`src/rtl/imem_loader_pkg.sv`:
```
// Shared types and sizing for the serial Hack instruction-memory loader.
// Loader FSM states, RAM geometry and the byte-acceptance decode.
package imem_loader_pkg;

    localparam int IMEM_DEPTH = 256;
    localparam int IMEM_AW    = 8;
    localparam int MAX_WORDS  = 256;

    typedef enum logic [2:0] {
        CNT_HI  = 3'd0,
        CNT_LO  = 3'd1,
        DATA_HI = 3'd2,
        DATA_LO = 3'd3,
        CHECK   = 3'd4,
        DONE    = 3'd5,
        ERROR   = 3'd6
    } state_e;

    // Every state that still expects image bytes takes one per cycle.
    function automatic logic accepts_byte(state_e s);
        return s inside {CNT_HI, CNT_LO, DATA_HI, DATA_LO, CHECK};
    endfunction

endpackage

```
`src/rtl/imem_ram.sv`:
```
// 256 x 16 instruction RAM: one synchronous write port, one async read port.
// Contents survive reset; only the loader ever writes them.
module imem_ram
    import imem_loader_pkg::*;
#(
    parameter int DEPTH = IMEM_DEPTH
) (
    input  logic               clk,
    input  logic               we,
    input  logic [IMEM_AW-1:0] waddr,
    input  logic [15:0]        wdata,
    input  logic [IMEM_AW-1:0] raddr,
    output logic [15:0]        rdata
);

    logic [15:0] mem_q [DEPTH];

    always_ff @(posedge clk) begin
        if (we) begin
            mem_q[waddr] <= wdata;
        end
    end

    assign rdata = mem_q[raddr];

endmodule

```
`src/rtl/imem_loader.sv`:
```
// Byte-stream loader for the Hack instruction RAM; holds the CPU in reset until done.
// Define IMEM_LOADER_CHECKSUM_EN to require a trailing XOR checksum byte.
module imem_loader
    import imem_loader_pkg::*;
#(
    parameter int DEPTH = IMEM_DEPTH
) (
    input  logic        clk,
    input  logic        rst_n,
    input  logic [7:0]  rx_data,
    input  logic        rx_valid,
    output logic        rx_ready,
    input  logic [15:0] pc,
    output logic [15:0] instruction,
    output logic        cpu_rst_n,
    output logic        load_error,
    output logic [8:0]  words_loaded
);

    state_e             state_q, state_d;
    logic [7:0]         cnt_hi_q, cnt_hi_d;
    logic [8:0]         cnt_q, cnt_d;
    logic [7:0]         hi_q, hi_d;
    logic [IMEM_AW-1:0] addr_q, addr_d;
    logic [8:0]         words_q, words_d;
    logic               accept;
    logic               we;
    logic [15:0]        count_w;
    logic               last_w;
    logic               unused_pc;

`ifdef IMEM_LOADER_CHECKSUM_EN
    localparam state_e END_ST = CHECK;
    logic [7:0] xor_q, xor_d;
`else
    localparam state_e END_ST = DONE;
`endif

    assign rx_ready     = accepts_byte(state_q);
    assign cpu_rst_n    = (state_q == DONE);
    assign load_error   = (state_q == ERROR);
    assign words_loaded = words_q;
    assign accept       = rx_valid && rx_ready;
    assign count_w      = {cnt_hi_q, rx_data};
    assign last_w       = (words_q + 9'd1) == cnt_q;
    assign unused_pc    = ^pc[15:8];

    always_comb begin
        state_d  = state_q;
        cnt_hi_d = cnt_hi_q;
        cnt_d    = cnt_q;
        hi_d     = hi_q;
        addr_d   = addr_q;
        words_d  = words_q;
        we       = 1'b0;
        case (state_q)
            CNT_HI: begin
                if (accept) begin
                    cnt_hi_d = rx_data;
                    state_d  = CNT_LO;
                end
            end
            CNT_LO: begin
                if (accept) begin
                    cnt_d = count_w[8:0];
                    if (count_w > 16'(MAX_WORDS)) begin
                        state_d = ERROR;
                    end else if (count_w == 16'd0) begin
                        state_d = END_ST;
                    end else begin
                        state_d = DATA_HI;
                    end
                end
            end
            DATA_HI: begin
                if (accept) begin
                    hi_d    = rx_data;
                    state_d = DATA_LO;
                end
            end
            DATA_LO: begin
                if (accept) begin
                    we      = 1'b1;
                    addr_d  = addr_q + 1'b1;
                    words_d = words_q + 9'd1;
                    state_d = last_w ? END_ST : DATA_HI;
                end
            end
`ifdef IMEM_LOADER_CHECKSUM_EN
            CHECK: begin
                if (accept) begin
                    state_d = (rx_data == xor_q) ? DONE : ERROR;
                end
            end
`endif
            default: begin
                state_d = state_q;
            end
        endcase
    end

    always_ff @(posedge clk) begin
        if (!rst_n) begin
            state_q  <= CNT_HI;
            cnt_hi_q <= 8'h00;
            cnt_q    <= 9'd0;
            hi_q     <= 8'h00;
            addr_q   <= '0;
            words_q  <= 9'd0;
        end else begin
            state_q  <= state_d;
            cnt_hi_q <= cnt_hi_d;
            cnt_q    <= cnt_d;
            hi_q     <= hi_d;
            addr_q   <= addr_d;
            words_q  <= words_d;
        end
    end

`ifdef IMEM_LOADER_CHECKSUM_EN
    // The checksum byte itself is not folded into the running XOR.
    always_comb begin
        xor_d = xor_q;
        if (accept && state_q != CHECK) begin
            xor_d = xor_q ^ rx_data;
        end
    end

    always_ff @(posedge clk) begin
        if (!rst_n) begin
            xor_q <= 8'h00;
        end else begin
            xor_q <= xor_d;
        end
    end
`endif

    imem_ram #(
        .DEPTH (DEPTH)
    ) u_ram (
        .clk   (clk),
        .we    (we),
        .waddr (addr_q),
        .wdata ({hi_q, rx_data}),
        .raddr (pc[IMEM_AW-1:0]),
        .rdata (instruction)
    );

endmodule

```
`config.mk`:
```
export PLATFORM = sky130hd
export DESIGN_NAME = imem_loader
export DESIGN_NICKNAME = d
export VERILOG_FILES = /design/src/rtl/imem_loader_pkg.sv /design/src/rtl/imem_ram.sv /design/src/rtl/imem_loader.sv
export SDC_FILE = /design/constraint.sdc
export NUM_CORES = 2
export LEC_CHECK = 0
export CAP_MARGIN = 15
export CORE_MARGIN = 2
export CORE_UTILIZATION = 30
export CTS_BUF_LIST = sky130_fd_sc_hd__clkbuf_4 sky130_fd_sc_hd__clkbuf_8 sky130_fd_sc_hd__clkbuf_16
export CTS_CLUSTER_DIAMETER = 40
export CTS_CLUSTER_SIZE = 16
export DETAILED_ROUTE_END_ITERATION = 6
export HOLD_SLACK_MARGIN = 0.12
export SETUP_SLACK_MARGIN = 0.3
export SYNTH_ARGS = -nofsm -noshare
export SYNTH_HDL_FRONTEND = slang
export SYNTH_HIERARCHICAL = 1
export SYNTH_SLANG_ARGS = --single-unit
```
`constraint.sdc`:
```
create_clock -name clk -period 5.34 [get_ports clk]
set_input_delay 0.534 -clock clk [delete_from_list [all_inputs] [get_ports clk]]
set_output_delay 0.534 -clock clk [all_outputs]
set_load 0.05 [all_outputs]
```
* Yosys cells after proc, flatten, opt, wreduce, memory -nomap -nowiden *
Memories as Yosys holds them, arrays and structs flattened.
Index checks and enable logic that the tools add are counted.

cells by class
  order comparisons = 1
  reduce and logical (&&, ||, !) cells = 10
  multiply operators = 0
  $add $sub $neg = 2
  equal/unequal tests = 11
  divide/modulo/power cells = 0
  bitwise operators = 0
  shift-type cells = 0
  multiplexer cells = 12

operator list
  operator                                                                           number
  3-bit two-way mux                                                                  7
  16-bit by 9-bit greater-than comparator with 1-bit output (second input constant)  1
  16-bit zero test                                                                   1
  3-bit one-hot mux with 4 select lines                                              1
  9-bit by 1-bit adder with 9-bit output (second input constant)                     1
  3-bit == test (second input constant)                                              3
  9-bit == test                                                                      1
  8-bit by 1-bit adder with 8-bit output (second input constant)                     1
  2-bit inequality test (second input constant)                                      4
  2-bit AND reduction                                                                4
  3-bit by 2-bit == test with 1-bit output (second input constant)                   2
  5-bit AND reduction                                                                1
  5-bit nonzero test                                                                 1
  1-bit two-way mux                                                                  4
  4-bit nonzero test                                                                 1
  3-bit by 1-bit == test with 1-bit output (second input constant)                   1
  3-bit zero test                                                                    1
  1-bit logical AND                                                                  1

word-level totals
  bits in latches = 0
  output and inout bits = 28
  logic and storage cells = 43
  memories = 1
  bits of input ports = 27
  RAM bits = 4096
  flip-flop bits (word level) = 45
  memory bits (read-only) = 0

memories
  name         depth  width  rd ports  clocked after Yosys merged registers in  write ports  RTL line        RTL
  u_ram.mem_q  256    16     1         0                                        1            imem_ram.sv:16  logic [15:0] mem_q [DEPTH];

* Depth between registers and ports, before layout *
  word-level depth = 7
  gate-level depth with buffers = 12
  depth with buffers taken out = 7

* Hierarchy *
The synthesis kept the hierarchy.

modules (own cells, without submodules)
  module       area an instance (um^2)  cells each  seq. area each (um^2)  times used
  imem_ram     158394.4                 7344        122998.0               1
  imem_loader  2172.1                   250         900.9                  1

* Least setup slack after synthesis *
No wires, ideal clock.

  path kind = register to register
  start = register hi_q[2]
  end = memory u_ram.mem_q[0][10] (data pin)
  required time = 4484 ps
  stages on the path, launching flop included = 1
  setup slack = 1088 ps
  data arrival time = 3397 ps
  period minus slack after synthesis = 4252 ps
  library setup time = 856 ps
  path buffers = 0
  cell sequence = dfxtp_1

RTL lines
  item                    RTL line            RTL
  from (decl)             imem_loader.sv:23   logic [7:0] hi_q, hi_d;
  from (signal assigned)  imem_loader.sv:114  hi_q <= hi_d;
  to (decl)               imem_ram.sv:16

No word-level cell before the write port.

* Worst setup path after layout *
  start = input port pc[0]
  end = output port instruction[3]

between the ends
  longest elaborated chain between the ends = 1

RTL lines
  item                      RTL line           RTL
  from (decl)               imem_loader.sv:13  input logic [15:0] pc,
  memory read 256 x 16 bit  -
  to (decl)                 imem_loader.sv:14  output logic [15:0] instruction,

No other way between the ends.

==> run_results.csv <==
group,metric,value,unit
worst_hold_path,min_from,"rx_valid",
timing,fin_crit_sh,93.2,%
critical_path,critical_path_class,"input pin to output pin",
yosys,synth_edf_count,4096,
critical_path,crit_path_frequent_cell,"buf_12",
global_route,grtUsageTotal,15.2,%
timing,finalHoldViolations,0,
floorplanning,die_area,541000,um^2
floorplanning,die_x,736,um
route,vias_per_cell,5.17,
yosys,syn_area_per_cell,21.1,um^2
route,drt-wirelength-per-cell,27.2,um
power_and_ir_drop,p_total,70.8,mW
route,ant_nets,0,
job,cap_violations,0,
timing,finalMaxSlewViolations,75,
yosys,ys_types,65,
power_and_ir_drop,p_leak,61.8,nW
global_route,grt_first_pass_wirelength,601000,um
critical_path,crit_path_max_fanout,83,
finish,area_delta_synth_final,17.4,%
clock_network,tritoncts,"done",
outcome,failed_checks,"slew limit",
yosys,synth_nets,7623,
critical_path,critPathCaptureType,"output pin",
yosys,async_reset_ff_share,0,%
route,vias,80700,
critical_path,cp_cell_sequence,"buf_16 -> buf_12 -> buf_12 -> mux2i_1 -> o221ai_1 -> o22ai_1 -> a21oi_1 -> nand4_1 -> nor4_1 -> buf_2 -> buf_4 -> buf_12",
clock_network,cts_inserted_buffers,448,
floorplanning,core_region_area,533000,um^2
global_route,top_usage_layer,"met2",
timing,max_freq,0.201,GHz
timing,setup-violations-final,0,
global_route,grt_pass1_vias,81000,
place,dp_cells,14700,
floorplanning,die_y,736,um
yosys,yosysSeqAreaShare,77.2,%
finish,layout.nets,8214,
global_route,grt_use_met1,19.6,%
yosys,synth.top_cell.area_share,76.6,%
critical_path,cp-start-kind,"input pin",
yosys,syn_area,161000,um^2
yosys,yosys-top-cells-count,"edfxtp_1 (4,096), mux4_2 (797), mux2i_1 (573), nor2_1 (313), o221ai_1 (252)",
place,dp_hpwl,254000,um
critical_path,arrival,4.44,ns
timing,relSlewSlack,-11.0,%
route,route.detailed.drc,0,
floorplanning,io_pins,55,
critical_path,slowest_delay,0.55,ns
clock_network,cts-root-buf,"clkbuf_16",
yosys,synthFlopType,"edfxtp_1",
yosys,synthTopCellsByArea,"edfxtp_1 (77%), mux4_2 (11%), mux2i_1 (3.6%), o221ai_1 (1.4%), nor2_1 (0.73%)",
clock_network,htree_levels,5,
critical_path,crit_path_start,"pc[0]",
yosys,synth_top_area_cell,"edfxtp_1",
outcome,status,"complete, but fails checks",
timing,grt_setup_unrepaired,"no",
route,first_iter_violations,9571,
timing,worst_pin_slew,1.66,ns
timing,finalCriticalPeriod,4.98,ns
global_route,grt_max_degree,197,
place,gp_congestion,0.866,
timing,skew,0.0411,ns
finish,layout-drive-gt1-share,27.7,%
yosys,yosys_warnings,6,
yosys,synth-seq-cells,4141,
critical_path,worstReg2RegStart,"state_q[2]",
finish,fin_cells,15600,
critical_path,crit_path_top_delay_cell,"a21oi_1",
yosys,synth_most_common_cell,"edfxtp_1",
clock_network,clockBufferDepth,4,
route,wl,425000,um
finish,nFillCells,48300,
critical_path,crit_required,4.81,ns
global_route,gr-total-overflow,0,
clock_network,cts_sinks,4141,
power_and_ir_drop,p_per_area,375,nW/um^2
global_route,grt_util_met2,25.7,%
route,first_pass_iters,6,
floorplanning,start_util,30.1,%
clock_network,clkTransAtPathRegs,0.06,ns
power_and_ir_drop,ir_drop,0.287,mV
place,io_buffers,46,
floorplanning,std_cell_rows,268,
clock_network,clock_latency,0.98,ns
worst_hold_path,hp-class,"input pin to flip-flop",
global_route,met3_usage,2.60,%
global_route,antenna_found_initial,17,
yosys,synthCells,7594,
-- critical path, delay by kind of cell --
family / cells / cell delay [ns]
buf+inv: 6 / 1.58
simple gates: 2 / 0.93
mux: 1 / 0.16
compound gates: 3 / 0.99
-- path summary, 6_finish.rpt --
kind	slack (ns)	depth (start not counted)	endpoint
setup / recovery	0.36	12	instruction[3]
hold / removal	0.40	4	state_q[2]
setup reg to reg	1.41	8	u_ram/mem_q[43][1]
hold reg to reg	0.47	2	cnt_hi_q[6]
-- per-stage QoR --
| step | worst slack [ns] | instance area [um^2] | setup TNS [ns] | hold WS, ns | util [%] |
|---|---|---|---|---|---|
| after global routing | 0.306 | 189000 | 0 | 0.377 | 35.4 |
| after detailed placement | -0.183 | 173000 | -0.183 | 0.465 | 32.4 |
| after global placement | -0.315 | 173000 | -0.435 | 0.474 | 32.4 |
| after CTS | 0.204 | 188000 | 0 | 0.309 | 35.3 |
| after floorplan | 1.09 | 161000 | 0 | 0.443 | - |
| final | 0.362 | 189000 | 0 | 0.399 | 35.4 |
-- layer usage --
metal	vias to the layer above	part of all wire (%)
met5	-	0.0097
met4	6	4.0
met3	669	7.5
met2	3440	49
met1	43200	39
li1	33400	-
-- power by group --
part           switching [mW]  leakage (nW)  internal (mW)
Sequential             0.0387          39.8           35.6
Clock                    13.6          7.53           18.3
Combinational            2.03          14.5           1.21
-- sequential cells by signal, summed over array words and instances (netlist names) --
name          cells
u_ram/mem_q    4096
cnt_q             9
words_loaded      9
addr_q            8
cnt_hi_q          8
hi_q              8
state_q           3
-- cells by family (layout without fill, tap and decap cells) --
kind of cell    Yosys count  after routing  share of synthesized area, %
fa+ha+maj                 2              2                        0.0156
xor+xnor                 29             29                         0.163
buf+inv                 472           1454                          1.72
simple gates            670            670                          1.90
other cells               0              4                             0
flops                  4141           4141                          77.2
compound gates          822            822                          3.67
mux                    1458           1458                          15.4
-- cell usage in the layout (no fill, tap or decap), types with 43 or more instances in the layout --
master and count:
nand2_1 88, mux2i_1 573, inv_6 83, bufinv_16 45, a21oi_1 179, clkinv_4 48
nor3_1 94, o221ai_1 252, a22oi_1 43, buf_12 86, clkbuf_16 450, clkinvlp_4 52
edfxtp_1 4096, o22ai_1 148, nor2_1 250, mux2_2 88, buf_4 471, mux4_2 797
nor2_2 63
-- cell type report --
cell class | count | area, um^2 | area share, %
multi-input combinational | 2981 | 34200 | 18.1
antenna | 4 | 10.0 | 0.00531
timing repair buffer | 607 | 5920 | 3.14
clock inverter | 355 | 4110 | 2.18
tap | 7020 | 8780 | 4.66
clock buffer | 486 | 11500 | 6.12
sequential | 4141 | 124000 | 65.7
inverter | 6 | 35.0 | 0.0186
-- timing repair --
action	CTS	global route
endpoints found under the setup margin	3	2
resized for setup	5	2
hold buffers	8	0
hold endpoints to repair	242	0
setup buffers	0	0
(Power assumes the default switching activity.)
